File: src/rtl/calc_pkg.sv
// calc_pkg: constants, FSM encoding and helpers shared by the calculator units.
package calc_pkg;
  localparam int OP_W = 32;
  localparam int RES_W = 2 * OP_W;
  localparam int MUL_LAT = OP_W + 1;
  typedef enum logic [1:0] {IDLE, RUN, DONE} state_t;
  function automatic logic [RES_W-1:0] twos_neg(input logic [RES_W-1:0] x, input logic neg);
    return neg ? -x : x;
  endfunction
endpackage

File: src/rtl/calc_mul_seq_if.sv
// calc_mul_seq_if: start/done handshake and operand/product bus of the multiplier.
interface calc_mul_seq_if #(parameter int OP_W = 32);
  logic start;
  logic is_signed;
  logic [OP_W-1:0] a;
  logic [OP_W-1:0] b;
  logic busy;
  logic done;
  logic [2*OP_W-1:0] product;
  modport master(output start, is_signed, a, b, input busy, done, product);
  modport slave(input start, is_signed, a, b, output busy, done, product);
endinterface

File: src/rtl/calc_mul_seq.sv
// calc_mul_seq: iterative shift-add multiplier, signed or unsigned, OP_W+1 cycle latency.
module calc_mul_seq #(
  parameter int OP_W = 32
) (
  input logic clk,
  input logic rst,
  calc_mul_seq_if.slave bus
);
  import calc_pkg::*;
  localparam int RW = 2 * OP_W;
  localparam int CW = $clog2(OP_W);
  state_t r_state, w_next;
  logic [CW-1:0] r_cnt;
  logic [RW-1:0] r_mcand, r_acc, r_prod, w_acc;
  logic [OP_W-1:0] r_mplier, w_abs_a, w_abs_b;
  logic r_neg, r_busy, r_done, w_load, w_last, w_sgn_a, w_sgn_b;
  // signed operands are iterated as magnitudes; the sign is reapplied at the end
  assign w_sgn_a = bus.is_signed & bus.a[OP_W-1];
  assign w_sgn_b = bus.is_signed & bus.b[OP_W-1];
  assign w_abs_a = OP_W'(twos_neg(RES_W'(bus.a), w_sgn_a));
  assign w_abs_b = OP_W'(twos_neg(RES_W'(bus.b), w_sgn_b));
  assign w_acc = r_acc + (r_mplier[0] ? r_mcand : '0);
  always_comb begin
    w_load = bus.start && (r_state != RUN);
    w_last = (r_state == RUN) && (r_cnt == CW'(OP_W - 1));
    w_next = w_load ? RUN : w_last ? DONE : (r_state == DONE) ? IDLE : r_state;
  end
  always_ff @(posedge clk) begin
    if (rst) begin
      r_state <= IDLE;
      r_busy <= 1'b0;
      r_done <= 1'b0;
      r_cnt <= '0;
      r_acc <= '0;
      r_mcand <= '0;
      r_mplier <= '0;
      r_neg <= 1'b0;
      r_prod <= '0;
    end else begin
      r_state <= w_next;
      r_busy <= (w_next == RUN);
      r_done <= (w_next == DONE);
      if (w_load) begin
        r_mcand <= RW'(w_abs_a);
        r_mplier <= w_abs_b;
        r_neg <= w_sgn_a ^ w_sgn_b;
        r_acc <= '0;
        r_cnt <= '0;
      end else if (r_state == RUN) begin
        r_acc <= w_acc;
        r_mcand <= r_mcand << 1;
        r_mplier <= r_mplier >> 1;
        r_cnt <= r_cnt + 1'b1;
      end
      if (w_last) r_prod <= RW'(twos_neg(RES_W'(w_acc), r_neg));
    end
  end
  assign bus.busy = r_busy;
  assign bus.done = r_done;
  assign bus.product = r_prod;
endmodule

File: src/flat_wrapper.sv
// flat-port wrapper written by rule: the top's interface ports become plain ports
module calc_mul_seq_flat import calc_pkg::*;
#(
  parameter int OP_W = 32
)
  (clk, rst, bus_start, bus_is_signed, bus_a, bus_b, bus_busy, bus_done, bus_product);
  calc_mul_seq_if #(.OP_W(OP_W)) bus_i ();
  input logic clk;
  input logic rst;
  input wire logic [$bits(bus_i.start)-1:0] bus_start;
  input wire logic [$bits(bus_i.is_signed)-1:0] bus_is_signed;
  input wire logic [$bits(bus_i.a)-1:0] bus_a;
  input wire logic [$bits(bus_i.b)-1:0] bus_b;
  output wire logic [$bits(bus_i.busy)-1:0] bus_busy;
  output wire logic [$bits(bus_i.done)-1:0] bus_done;
  output wire logic [$bits(bus_i.product)-1:0] bus_product;
  assign bus_i.start = bus_start;
  assign bus_i.is_signed = bus_is_signed;
  assign bus_i.a = bus_a;
  assign bus_i.b = bus_b;
  assign bus_busy = bus_i.busy;
  assign bus_done = bus_i.done;
  assign bus_product = bus_i.product;
  calc_mul_seq #(.OP_W(OP_W)) u_core (.clk(clk), .rst(rst), .bus(bus_i));
endmodule
File: config.mk
export PLATFORM = sky130hd
export DESIGN_NAME = calc_mul_seq_flat
export DESIGN_NICKNAME = d
export VERILOG_FILES = /design/src/rtl/calc_pkg.sv /design/src/rtl/calc_mul_seq_if.sv /design/src/rtl/calc_mul_seq.sv /design/src/flat_wrapper.sv
export SDC_FILE = /design/constraint.sdc
export NUM_CORES = 1
export LEC_CHECK = 0
export BUFFER_PORTS_ARGS = -buffer_cell sky130_fd_sc_hd__buf_2
export CORE_ASPECT_RATIO = 1.25
export CORE_MARGIN = 10
export CORE_UTILIZATION = 46
export DETAILED_ROUTE_END_ITERATION = 6
export GPL_ROUTABILITY_DRIVEN = 0
export PLACE_DENSITY = 0.64
export SLEW_MARGIN = 10
export SYNTH_ARGS = -nofsm -noshare
export SYNTH_HDL_FRONTEND = slang
export SYNTH_SLANG_ARGS = --single-unit
File: constraint.sdc
create_clock -name clk -period 16 [get_ports clk]
set_clock_uncertainty 0.1 [all_clocks]
set_input_delay 3.2 -clock clk [delete_from_list [all_inputs] [get_ports clk]]
set_output_delay 3.2 -clock clk [all_outputs]
set_load 0.1 [all_outputs]
Yosys cells after proc, flatten, opt, wreduce, memory -nomap -nowiden
Cells that the tools add are included.
{ "totals": {"reg_bits": 234, "latch_bits": 0, "ramBits": 0, "rom_bits": 0, "in_bits": 68, "output_inout_bits": 66, "word_cells": 39, "mem_count": 0} }
{ "op_classes": {"add_sub_neg": 5, "multipliers": 0, "div": 0, "n_lt_le_gt_ge": 0, "n_eq_ne": 6, "shift": 0, "muxes": 11, "bitwise": 3, "n_reduce_logical": 4} }
{ "op_table": {"columns": ["op", "n"], "rows": [
  ["$mux 32", 6],
  ["$mux 64", 2],
  ["$add 64x64->64", 1],
  ["$neg 32->32", 2],
  ["$neg 64->64", 1],
  ["$mux 2", 3],
  ["$add 5x1->5 const B", 1],
  ["$eq 5x5->1 const B", 1],
  ["$eq 2x1->1 const B", 2],
  ["$eq 2x2->1 const B", 2],
  ["$and 1x1->1", 2],
  ["$logic_and 1x1->1", 2],
  ["$ne 2x1->1 const B", 1],
  ["$reduce_bool 2->1", 1],
  ["$reduce_or 2->1", 1],
  ["$xor 1x1->1", 1]
]} }

Depth between registers and ports, before layout
Gate-level depths: netlist of run 1.
{ "depth": {"ltp_word": 5, "mapped_depth": 20, "depth_no_buf": 15} }

Least setup slack after synthesis of run 1
No wires, ideal clock.
{ "synth_timing": {"path_kind": "input -> register", "start": "input bus_a[0]", "end": "register u_core.r_mcand[28]", "setup_time_ns": 0.128, "arrival_ns": 5.456, "required_time_ns": 15.772, "slack_ns": 10.317, "cell_stages": 13, "path_cell_list": "inv_1 -> ha_1 -> nand2_1 -> nor3_1 -> nand2_1 -> nor3_1 -> nand2_1 -> or4_1 -> o31ai_1 -> xor2_1 -> a211oi_1 -> a21oi_1 -> nor2_1"} }
{ "synth_via": {"elab_chain_cells": 3} }
{ "synth_lines": {"columns": ["item", "line_no", "rtl"], "rows": [
  ["start: declaration", "flat_wrapper.sv:12", "input wire logic [$bits(bus_i.a)-1:0] bus_a;"],
  ["$neg 32->32", "calc_pkg.sv:8", "return neg ? -x : x;"],
  ["$mux 32", "calc_pkg.sv:8", null],
  ["$mux 32", "calc_mul_seq.sv:43", "if (w_load) begin"],
  ["end signal: assignment", "calc_mul_seq.sv:44", "r_mcand <= RW'(w_abs_a);"],
  ["end signal: assignment", "calc_mul_seq.sv:51", "r_mcand <= r_mcand << 1;"],
  ["end: declaration", "calc_mul_seq.sv:14", "logic [RW-1:0] r_mcand, r_acc, r_prod, w_acc;"]
]} }
Every way passes these cells.
A chain may end at the register's enable or synchronous reset.

Worst setup path in the final report of run 1
{ "layout_timing": {"start": "register u_core.r_mplier[0]", "end": "register u_core.r_prod[59] (netlist: u_core.bus.product[59])"} }
{ "layout_via": {"elab_chain_cells": 4} }
{ "layout_lines": {"columns": ["item", "line_no", "rtl"], "rows": [
  ["start: declaration", "calc_mul_seq.sv:15", "logic [OP_W-1:0] r_mplier, w_abs_a, w_abs_b;"],
  ["start signal: assignment", "calc_mul_seq.sv:45", "r_mplier <= w_abs_b;"],
  ["start signal: assignment", "calc_mul_seq.sv:52", "r_mplier <= r_mplier >> 1;"],
  ["$mux 64 (*)", "calc_mul_seq.sv:22", "assign w_acc = r_acc + (r_mplier[0] ? r_mcand : '0);"],
  ["$add 64x64->64 (*)", "calc_mul_seq.sv:22", null],
  ["$neg 64->64", "calc_pkg.sv:8", null],
  ["$mux 64 (*)", "calc_pkg.sv:8", null],
  ["end signal: assignment", "calc_mul_seq.sv:55", "if (w_last) r_prod <= RW'(twos_neg(RES_W'(w_acc), r_neg));"],
  ["end: declaration", "calc_mul_seq.sv:14", null]
]} }
Every way passes the cells marked *; elsewhere a longest branch is shown, timed or not.

==> flow_summary.json, run 1 <==
{
  "slowest_stage": "nor4_2",
  "finalHoldViolations": 0,
  "hold_buffers": 0,
  "antenna_cells": 0,
  "seq_area_frac_synth_pct": 28.58,
  "utilization_pct": 51.31,
  "die_h_um": 231.1,
  "cp_num_buf_inv": 0,
  "nets": 2398,
  "area_delta_synth_final_pct": 10.38,
  "postSynthCellCount": 2239,
  "place_ws_ns": 9.715,
  "htree_levels": 1,
  "cts.clk_slew.worst_paths_ns": 0.06,
  "hold_class": "reg -> reg",
  "slew_viol_final": 0,
  "cp.required_ns": 16.36,
  "avgSynthCellArea_um2": 7.321,
  "ys_types": 89,
  "clockRootBuffer": "clkbuf_16",
  "crit_type": "reg -> reg",
  "p_leak_nw": 6.911,
  "initial_core_util_pct": 46.49,
  "synth_edf_count": 0,
  "die_w_um": 188.8,
  "ys.flop_type": "dfxtp_1",
  "cts_tree": "built",
  "final_cell_mix": "nand2_1 (305), nor2_1 (289), a21oi_1 (261)",
  "final_common_cell": "nand2_1",
  "crit_chain": "and2_1 > ha_1 > fa_1 > a21o_1 > a221o_1 > o2bb2ai_1 > or2_1 > o311ai_1 > nand3_1 > nor4_1 > nand3_1 > nor4_2 > a21boi_0 > xnor2_1 > a22o_1",
  "grt_overflow": 0,
  "maxCapViolCount": 0,
  "fmax_ghz": 0.1612,
  "grt_usage_pct": 21.49,
  "numCtsBuffers": 27,
  "fin_crit_sh_pct": 38.77,
  "drt-total-wl_um": 49420,
  "crit_top_cell": "nand3_1",
  "drive_gt1_share_pct": 10.04,
  "power.density_nw_per_um2": 81.98,
  "dieArea_um2": 43630,
  "viasPerCell": 5.921,
  "vias": 16320,
  "setup_viol": 0,
  "rrSetupSlack_ns": 9.80,
  "drc": 0,
  "grt_max_degree": 103,
  "slew_headroom_pct": 21.53,
  "crit_family": "simple AND/OR/NAND/NOR gates",
  "synthesis.nets": 2376,
  "end_kind": "flip-flop",
  "setup_ws_ns": 9.797,
  "syn-cell-area_um2": 16390,
  "start_kind": "flip-flop",
  "antenna_found_initial": 1,
  "synth-seq-cells": 234,
  "row_count": 77,
  "clock_path_buffers": 3,
  "postRouteAntennaNets": 0,
  "wire_per_inst_um": 17.93,
  "clk_latency_ns": 0.57,
  "port-buffer-count": 133,
  "worst_pin_slew_ns": 1.177,
  "grt_setup_unrepaired": "false",
  "ys_warn_count": 0,
  "async_reset_ff_share_pct": 0,
  "ir_drop_mv": 0.06605,
  "dp_hpwl_um": 36570,
  "cts-resized-gates": 0,
  "drt-initial-drc-count": 1037,
  "io_pins": 134,
  "grt_pass1_vias": 15550,
  "drt_first_pass_iters": 6,
  "outcome": "completed",
  "fin_tns_setup_ns": 0,
  "critPathMaxFanout": 32,
  "cts_sinks": 234,
  "grt_pass1_wl_um": 79250,
  "fill_cells": 3634,
  "post-route-min-period_ns": 6.203,
  "core_um2": 35260,
  "cp_data_arrival_time_ns": 6.56,
  "max_stage_delay_ns": 0.73,
  "post-cts-setup-buffers": 0
}
-- flip-flops by register name, indices dropped and copies added (netlist names) --
register and flops:
u_core.r_mplier 32, u_core.bus.busy 1, u_core.bus.done 1, u_core.r_neg 1, u_core.r_mcand 64, u_core.r_cnt 5
u_core.r_state 2, u_core.r_acc 64, u_core.bus.product 64
-- cells in the mapped netlist, types with 17 or more instances --
cell / count / area [um2]
nand2_1: 305 / 1145
nor2_1: 290 / 1089
a21oi_1: 261 / 1306
dfxtp_1: 234 / 4684
clkbuf_1: 126 / 473.0
a211oi_1: 113 / 848.3
xor2_1: 84 / 735.7
o21ai_0: 78 / 390.4
and2_1: 76 / 475.5
ha_1: 68 / 850.8
xnor2_1: 64 / 560.5
nor3_1: 54 / 270.3
nand4_1: 37 / 231.5
o31ai_1: 30 / 225.2
inv_1: 27 / 101.4
nand3_1: 26 / 130.1
or3_1: 24 / 150.1
o21ai_1: 23 / 115.1
a21o_1: 22 / 165.2
nor4_1: 17 / 106.4
-- per-layer routing --
metal	track usage (%)	vias up	wire length (um)
met2	37.28	502	23470
met4	10.31	2	2295
li1	-	8108	-
met3	4.102	140	3140
met1	24.95	7566	20510
met5	0	-	7
-- area by class of cell --
| cell class | instances | area, um2 | share of cell area [%] |
|---|---|---|---|
| timing repair buffer | 142 | 738.2 | 4.080 |
| clock inverter | 16 | 232.7 | 1.286 |
| tap | 474 | 593.1 | 3.278 |
| sequential | 234 | 4686 | 25.90 |
| multi-input combinational | 1828 | 11020 | 60.89 |
| inverter | 28 | 105.1 | 0.5809 |
| clock buffer | 34 | 721.9 | 3.990 |
-- path summary, 6_finish.rpt --
kind	from	endpoint	cells past startpoint
worst min-delay path	u_core.bus.product[2]	u_core.bus.product[2]	2
worst max register to register	u_core.r_mplier[0]	u_core.bus.product[59]	15
worst max-delay path	u_core.r_mplier[0]	u_core.bus.product[59]	15
worst min register to register	u_core.bus.product[2]	u_core.bus.product[2]	2
-- worst min-delay path: cells and delay by family (launching register included) --
kind	cells	cell delay (ns)
and+or+nand+nor	1	0.05
AOI/OAI and AO/OA	1	0.05
DFF	1	0.31
-- report_power, final --
part | internal [W] | leakage, nW | switching (W) | total (W)
Combinational | 0.0000639 | 4.56 | 0.000135 | 0.000199
Sequential | 0.000598 | 1.90 | 0.0000125 | 0.000610
Clock | 0.000403 | 0.450 | 0.000270 | 0.000674
Total | 0.00106 | 6.91 | 0.000418 | 0.00148
-- kinds of logic (layout without fill, tap and decap cells) --
logic type	after synthesis	in the layout	synth area share [%]
compound gates	687	687	27.15
xor+xnor	148	148	7.908
fa+ha+maj	69	69	5.313
buf+inv	177	220	4.366
flops	234	234	28.58
mux	15	15	0.9389
simple gates	909	909	25.75
-- metrics by stage --
step | hold slack (ns) | instance area (um2) | std cells | power (W)
4_1_cts | 0.3528 | 18090 | 2756 | 0.001498
6_report | 0.3491 | 18090 | 2756 | 0.001483
3_5_place_dp | 0.3447 | 17140 | 2706 | 0.0008211
5_1_grt | 0.3804 | 18090 | 2756 | 0.001543
3_3_place_gp | 0.3388 | 17140 | 2706 | 0.0008174
2_1_floorplan | 0.3354 | 16390 | 2239 | 0.0007589
Power figures use the tool's default switching activity.
==> inputs of run 2 (changes only) <==
ABC_AREA = 1   (was not set)
PLACE_DENSITY = 0.66   (was 0.64)
clock period = 5.5 ns   (was 16 ns; I/O delays follow)
==> run 2 against run 1 <==
Effect of this change:
- non-clock buffer count increased by 4
- first-iteration DRC count increased by 35%
- die area increased by 14%
==> flow_summary.json, run 2 <==
{
  "synth.area.top_cells": "nand2_1 (25%), dfxtp_1 (25%), inv_1 (12%)",
  "drt-total-wl_um": 66560,
  "viasPerCell": 5.269,
  "area_delta_synth_final_pct": 10.77,
  "setup_viol": 0,
  "core_um2": 40920,
  "post-cts-setup-buffers": 0,
  "grt_max_degree": 185,
  "synth-seq-cells": 234,
  "slew_headroom_pct": 31.43,
  "cp_data_arrival_time_ns": 4.77,
  "cts_tree": "built",
  "crit_type": "reg -> reg",
  "nets": 3632,
  "postRouteAntennaNets": 0,
  "grt_setup_unrepaired": "false",
  "port-buffer-count": 133,
  "p_total_w": 0.004537,
  "dp_cells": 4017,
  "postSynthCellCount": 3413,
  "row_count": 83,
  "wire_per_inst_um": 16.37,
  "cts-resized-gates": 0,
  "cts_sinks": 234,
  "outcome": "completed",
  "finalHoldViolations": 0,
  "drc": 0,
  "final_common_cell": "nand2_1",
  "ys.flop_type": "dfxtp_1",
  "final_cell_mix": "nand2_1 (1249), inv_1 (610), nor2_1 (321)",
  "antenna_found_initial": 0,
  "drive_gt1_share_pct": 8.426,
  "syn-cell-area_um2": 18980,
  "htree_levels": 1,
  "ys_types": 45,
  "place_ws_ns": 1.298,
  "fin_crit_sh_pct": 79.26,
  "p_leak_nw": 11.75,
  "slew_viol_final": 0,
  "avgSynthCellArea_um2": 5.561,
  "die_w_um": 201.7,
  "hold_class": "reg -> reg",
  "power.density_nw_per_um2": 215.8,
  "fmax_ghz": 0.2294,
  "critPathMaxFanout": 50,
  "post-route-min-period_ns": 4.359,
  "ir_drop_mv": 0.2173,
  "ys_warn_count": 0,
  "drt_first_pass_iters": 7,
  "fin_tns_setup_ns": 0,
  "synth.most_common_cell": "nand2_1",
  "drt-initial-drc-count": 1403,
  "setup_ws_ns": 1.141,
  "cp.required_ns": 5.91,
  "clockRootBuffer": "clkbuf_16",
  "dp_hpwl_um": 53120,
  "initial_core_util_pct": 46.39,
  "maxCapViolCount": 0,
  "synth_commonest_cells": "nand2_1 (1249), inv_1 (610), nor2_1 (326)",
  "clock_path_buffers": 3,
  "fin_cells": 4066,
  "fill_cells": 4373,
  "numCtsBuffers": 28,
  "grt_usage_pct": 25.80,
  "end_kind": "flip-flop",
  "synthesis.nets": 3550,
  "die_h_um": 247.1,
  "hold_buffers": 0,
  "async_reset_ff_share_pct": 0,
  "synth_edf_count": 0,
  "worst_pin_slew_ns": 1.029,
  "synth_top_area_share_pct": 24.70,
  "seq_area_frac_synth_pct": 24.68,
  "grt_pass1_vias": 19990,
  "grt_overflow": 0,
  "clk_latency_ns": 0.58,
  "vias": 21420,
  "cts.clk_slew.worst_paths_ns": 0.06,
  "grt_pass1_wl_um": 104600,
  "start_kind": "flip-flop",
  "rrSetupSlack_ns": 1.14,
  "io_pins": 134,
  "dieArea_um2": 49840,
  "synth_top_cell_by_area": "nand2_1"
}
## run 2: cell count changes after synthesis, moves of 44 or more
cell / previous run / this run
a211oi_1: 113 / 0
a21oi_1: 261 / 138
and2_1: 76 / 2
clkbuf_1: 126 / 82
inv_1: 27 / 610
nand2_1: 305 / 1249
nand3_1: 26 / 207
o211ai_1: 15 / 60
xnor2_1: 64 / 7
xor2_1: 84 / 17
## run 2: metrics by stage
| stage | instance area (um2) | hold slack [ns] | utilization [%] |
|---|---|---|---|
| finish | 21020 | 0.3469 | 51.38 |
| global route | 21020 | 0.3627 | 51.38 |
| CTS | 21020 | 0.3496 | 51.38 |
| detailed placement | 20120 | 0.3346 | 49.17 |
| global placement | 20120 | 0.3391 | 49.17 |
| floorplan | 18980 | 0.3412 | - |
## run 2: final cells by class
type / instances / area (um2) / area share [%]
repair buffers: 146 / 775.7 / 3.690
diodes: 1 / 2.502 / 0.01190
clock buffers: 39 / 792.0 / 3.767
flip-flops and latches: 234 / 4687 / 22.29
clock inverters: 9 / 108.9 / 0.5178
multi-input cells: 2467 / 11650 / 55.40
well taps: 552 / 690.7 / 3.285
inverters: 618 / 2320 / 11.03
## run 2: where the power goes
group / total, W / switching [W] / leakage, nW / internal [W]
clock network: 0.00184 / 0.000754 / 0.443 / 0.00109
registers: 0.00180 / 0.0000489 / 1.90 / 0.00176
logic: 0.000890 / 0.000621 / 9.41 / 0.000269
total: 0.00454 / 0.00142 / 11.8 / 0.00311
## run 2: per-layer routing
metal / global-route usage [%] / up-vias / wire length, um
met5: 0 / - / 0
met4: 19.66 / 0 / 5668
met3: 3.195 / 242 / 3751
met2: 45.45 / 811 / 31900
met1: 27.97 / 9572 / 25250
li1: - / 10800 / -
## run 2: worst max-delay path, stage by stage, from the launching register on
cell     delay [ns]
dfxtp_2        0.99
nand2_1        0.10
inv_1          0.09
ha_1           0.38
nand2_1        0.16
nor2_1         0.24
nand2_1        0.19
nor2_1         0.29
nand3_1        0.17
nand4_1        0.12
nand2_1        0.28
nor2_1         0.22
nand2_1        0.14
nor2_1         0.18
nand3_1        0.15
nand3_1        0.10
nand3_1        0.16
a21oi_1        0.18
## run 2: kinds of logic after synthesis
kind of cell    synth area share (%)
flops                          24.68
fa+ha+maj                      4.588
buf+inv                        14.09
simple gates                   42.60
compound gates                 12.93
xor+xnor                       1.108
## run 2: path summary, 6_finish.rpt
| kind | start | to | cells past startpoint |
|---|---|---|---|
| max | u_core.r_mplier[0] | u_core.bus.product[45] | 17 |
| min | u_core.bus.product[61] | u_core.bus.product[61] | 2 |
| max reg2reg | u_core.r_mplier[0] | u_core.bus.product[45] | 17 |
| min reg2reg | u_core.bus.product[61] | u_core.bus.product[61] | 2 |
==> inputs of run 3 (changes only) <==
ABC_AREA = 0   (was 1)
PLACE_DENSITY = 0.64   (was 0.66)
clock period = 4.2 ns   (was 5.5 ns; I/O delays follow)
==> run 3 against run 2 <==
Effect of this change:
- the flow now finishes with violations (negative setup slack)
- via count fell by 12%
- core utilization rose by 15 points
- global-route usage fell by 0.39 points
- sequential power rose by 29%
- design area rose by 11%
- register-to-register slack got worse by 1.7 ns
- critical path type unchanged
- critical endpoint is now u_core.bus.product[56]
==> flow_summary.json, run 3 (synthesis gave the netlist of run 1 again) <==
{
  "outcome": "complete, but fails checks",
  "failed_checks": "negative setup slack",
  "dp_hpwl_um": 43980,
  "stdcell_area_um2": 23300,
  "setup_ws_ns": -0.5941,
  "grt_setup_unrepaired": "true",
  "worst_pin_slew_ns": 1.105,
  "clockRootBuffer": "clkbuf_16",
  "dp_cells": 3199,
  "fin_cells": 3264,
  "cts.clk_slew.worst_paths_ns": 0.07,
  "critPathMaxFanout": 26,
  "io_pins": 134,
  "setup_viol": 35,
  "whs_path_depth": 2,
  "crit_chain": "buf_12 > and2_1 > ha_1 > a21oi_2 > o21ai_2 > a221oi_4 > nor3_2 > or4_4 > and2_4 > or3_4 > or4_4 > or4_4 > o31a_1 > xor2_1 > a22o_1",
  "start_kind": "flip-flop",
  "fin_crit_sh_pct": 114.1,
  "p_leak_nw": 9.749,
  "drt-initial-drc-count": 1295,
  "die_w_um": 188.8,
  "swShare_pct": 28.45,
  "power.density_nw_per_um2": 246.0,
  "crit_family": "simple AND/OR/NAND/NOR gates",
  "row_count": 77,
  "r2r-end": "u_core.bus.product[56]",
  "slew_headroom_pct": 26.09,
  "numCtsBuffers": 25,
  "core_um2": 35260,
  "whs_ns": 0.3569,
  "clockPowerShare_pct": 39.5,
  "r2r-start": "u_core.r_mplier[0]",
  "area_delta_synth_final_pct": 42.12,
  "drc": 0,
  "end_kind": "flip-flop",
  "pwr-share-comb_pct": 20.0,
  "grt_pass1_vias": 18590,
  "grt_overflow": 0,
  "viasPerCell": 5.747,
  "internal-power_w": 0.004100,
  "cts_sinks": 234,
  "crit_top_cell": "or4_4",
  "port-buffer-count": 133,
  "hold_buffers": 0,
  "htree_levels": 1,
  "hold_start": "u_core.bus.product[2]",
  "fmax_ghz": 0.2086,
  "placed_area_um2": 21140,
  "clk_latency_ns": 0.56,
  "switching_power_w": 0.001630,
  "ir_drop_mv": 0.2999,
  "slowest_stage": "or4_4",
  "vias": 18760,
  "postRouteAntennaNets": 0,
  "max_stage_delay_ns": 0.52,
  "cp.required_ns": 4.55,
  "crit_type": "reg -> reg",
  "dieArea_um2": 43630,
  "final_cell_mix": "buf_4 (514), nand2_1 (298), nor2_1 (287)",
  "finalHoldViolations": 0,
  "grt_max_degree": 88,
  "die_h_um": 231.1,
  "clock_path_buffers": 3,
  "initial_core_util_pct": 46.49,
  "cp_data_arrival_time_ns": 5.14,
  "grt_pass1_wl_um": 92890,
  "fin_tns_setup_ns": -10.08,
  "wire_per_inst_um": 17.96,
  "drt-total-wl_um": 58630,
  "hold_end": "u_core.bus.product[2]",
  "drive_gt1_share_pct": 32.65,
  "cp_num_buf_inv": 1,
  "antenna_found_initial": 1,
  "seq_power_share_pct": 40.6,
  "nets": 2914,
  "reg2reg_depth": 15,
  "rrSetupSlack_ns": -0.59,
  "hold_class": "reg -> reg",
  "cts_tree": "built",
  "final_common_cell": "buf_4",
  "slew_viol_final": 0,
  "antenna_cells": 0,
  "post-route-min-period_ns": 4.794,
  "maxCapViolCount": 0,
  "drt_first_pass_iters": 7,
  "grt_usage_pct": 25.40
}
run 3: cell types whose count changed in the layout (fill, tap and decap cells not counted), moves of 55 or more:
cell and delta:
a211oi_1 +107, a21oi_1 +103, and2_1 +64, buf_4 +502, inv_1 -583, nand2_1 -951, nand3_1 -188, o21ai_0 -55
xor2_1 +65
run 3: timing repair:
action	in CTS	in global routing
setup buffers	18	7
endpoints found under the setup margin	42	45
resized for setup	126	74
endpoints found under the hold margin	0	0
pin swaps	39	15
run 3: power by group through the flow:
stage          Sequential [W]  Combinational, W  Clock [W]
6_report              0.00232           0.00114    0.00226
5_1_grt               0.00233           0.00124    0.00239
4_1_cts               0.00232           0.00110    0.00230
3_5_place_dp          0.00237           0.00100          0
3_3_place_gp          0.00237          0.000981          0
2_1_floorplan         0.00236          0.000572          0
run 3: layout make-up:
type / count / area, um2
Sequential cell: 234 / 4690
Timing Repair Buffer: 660 / 4718
Inverter: 28 / 105.1
Multi-Input combinational cell: 1828 / 12370
Fill cell: 3071 / 11970
Clock buffer: 30 / 684.4
Tap cell: 474 / 593.1
Clock inverter: 10 / 135.1
run 3: how the worst max path moves through the flow:
| stage | from | end | slack (ns) | cells past startpoint |
|---|---|---|---|---|
| after floorplan | u_core.r_mplier[0] | u_core.bus.product[56] | -0.60 | 17 |
| after detailed placement | u_core.r_mplier[0] | u_core.bus.product[41] | -0.76 | 18 |
| final | u_core.r_mplier[0] | u_core.bus.product[56] | -0.59 | 15 |
| after global routing | u_core.r_mplier[0] | u_core.bus.product[56] | -0.77 | 17 |
| after global placement | u_core.r_mplier[0] | u_core.bus.product[53] | -0.75 | 18 |
| after CTS | u_core.r_mplier[0] | u_core.bus.product[56] | -0.51 | 16 |
run 3: stage by stage:
stage               worst slack, ns  util [%]  power [W]
global route                -0.7688     66.07   0.005954
detailed placement          -0.7621     59.94   0.003369
finish                      -0.5941     66.07   0.005731
floorplan                   -0.5957         -   0.002929
CTS                         -0.5117     64.81   0.005724
global placement            -0.7518     59.94   0.003350
run 3: per-layer routing:
| layer | up-vias | part of all wire [%] | track usage [%] |
|---|---|---|---|
| li1 | 9121 | - | - |
| met1 | 8804 | 40 | 29.34 |
| met2 | 622 | 48 | 44.20 |
| met3 | 210 | 5.3 | 3.125 |
| met4 | 2 | 6.3 | 15.20 |
| met5 | - | 0.020 | 0 |
run 3: tightest hold or removal path, delay by kind of cell (launching register included):
kind | cells | cell delay, ns
flip-flops | 1 | 0.31
AO/OA/AOI/OAI | 1 | 0.05
AND/OR/NAND/NOR | 1 | 0.05
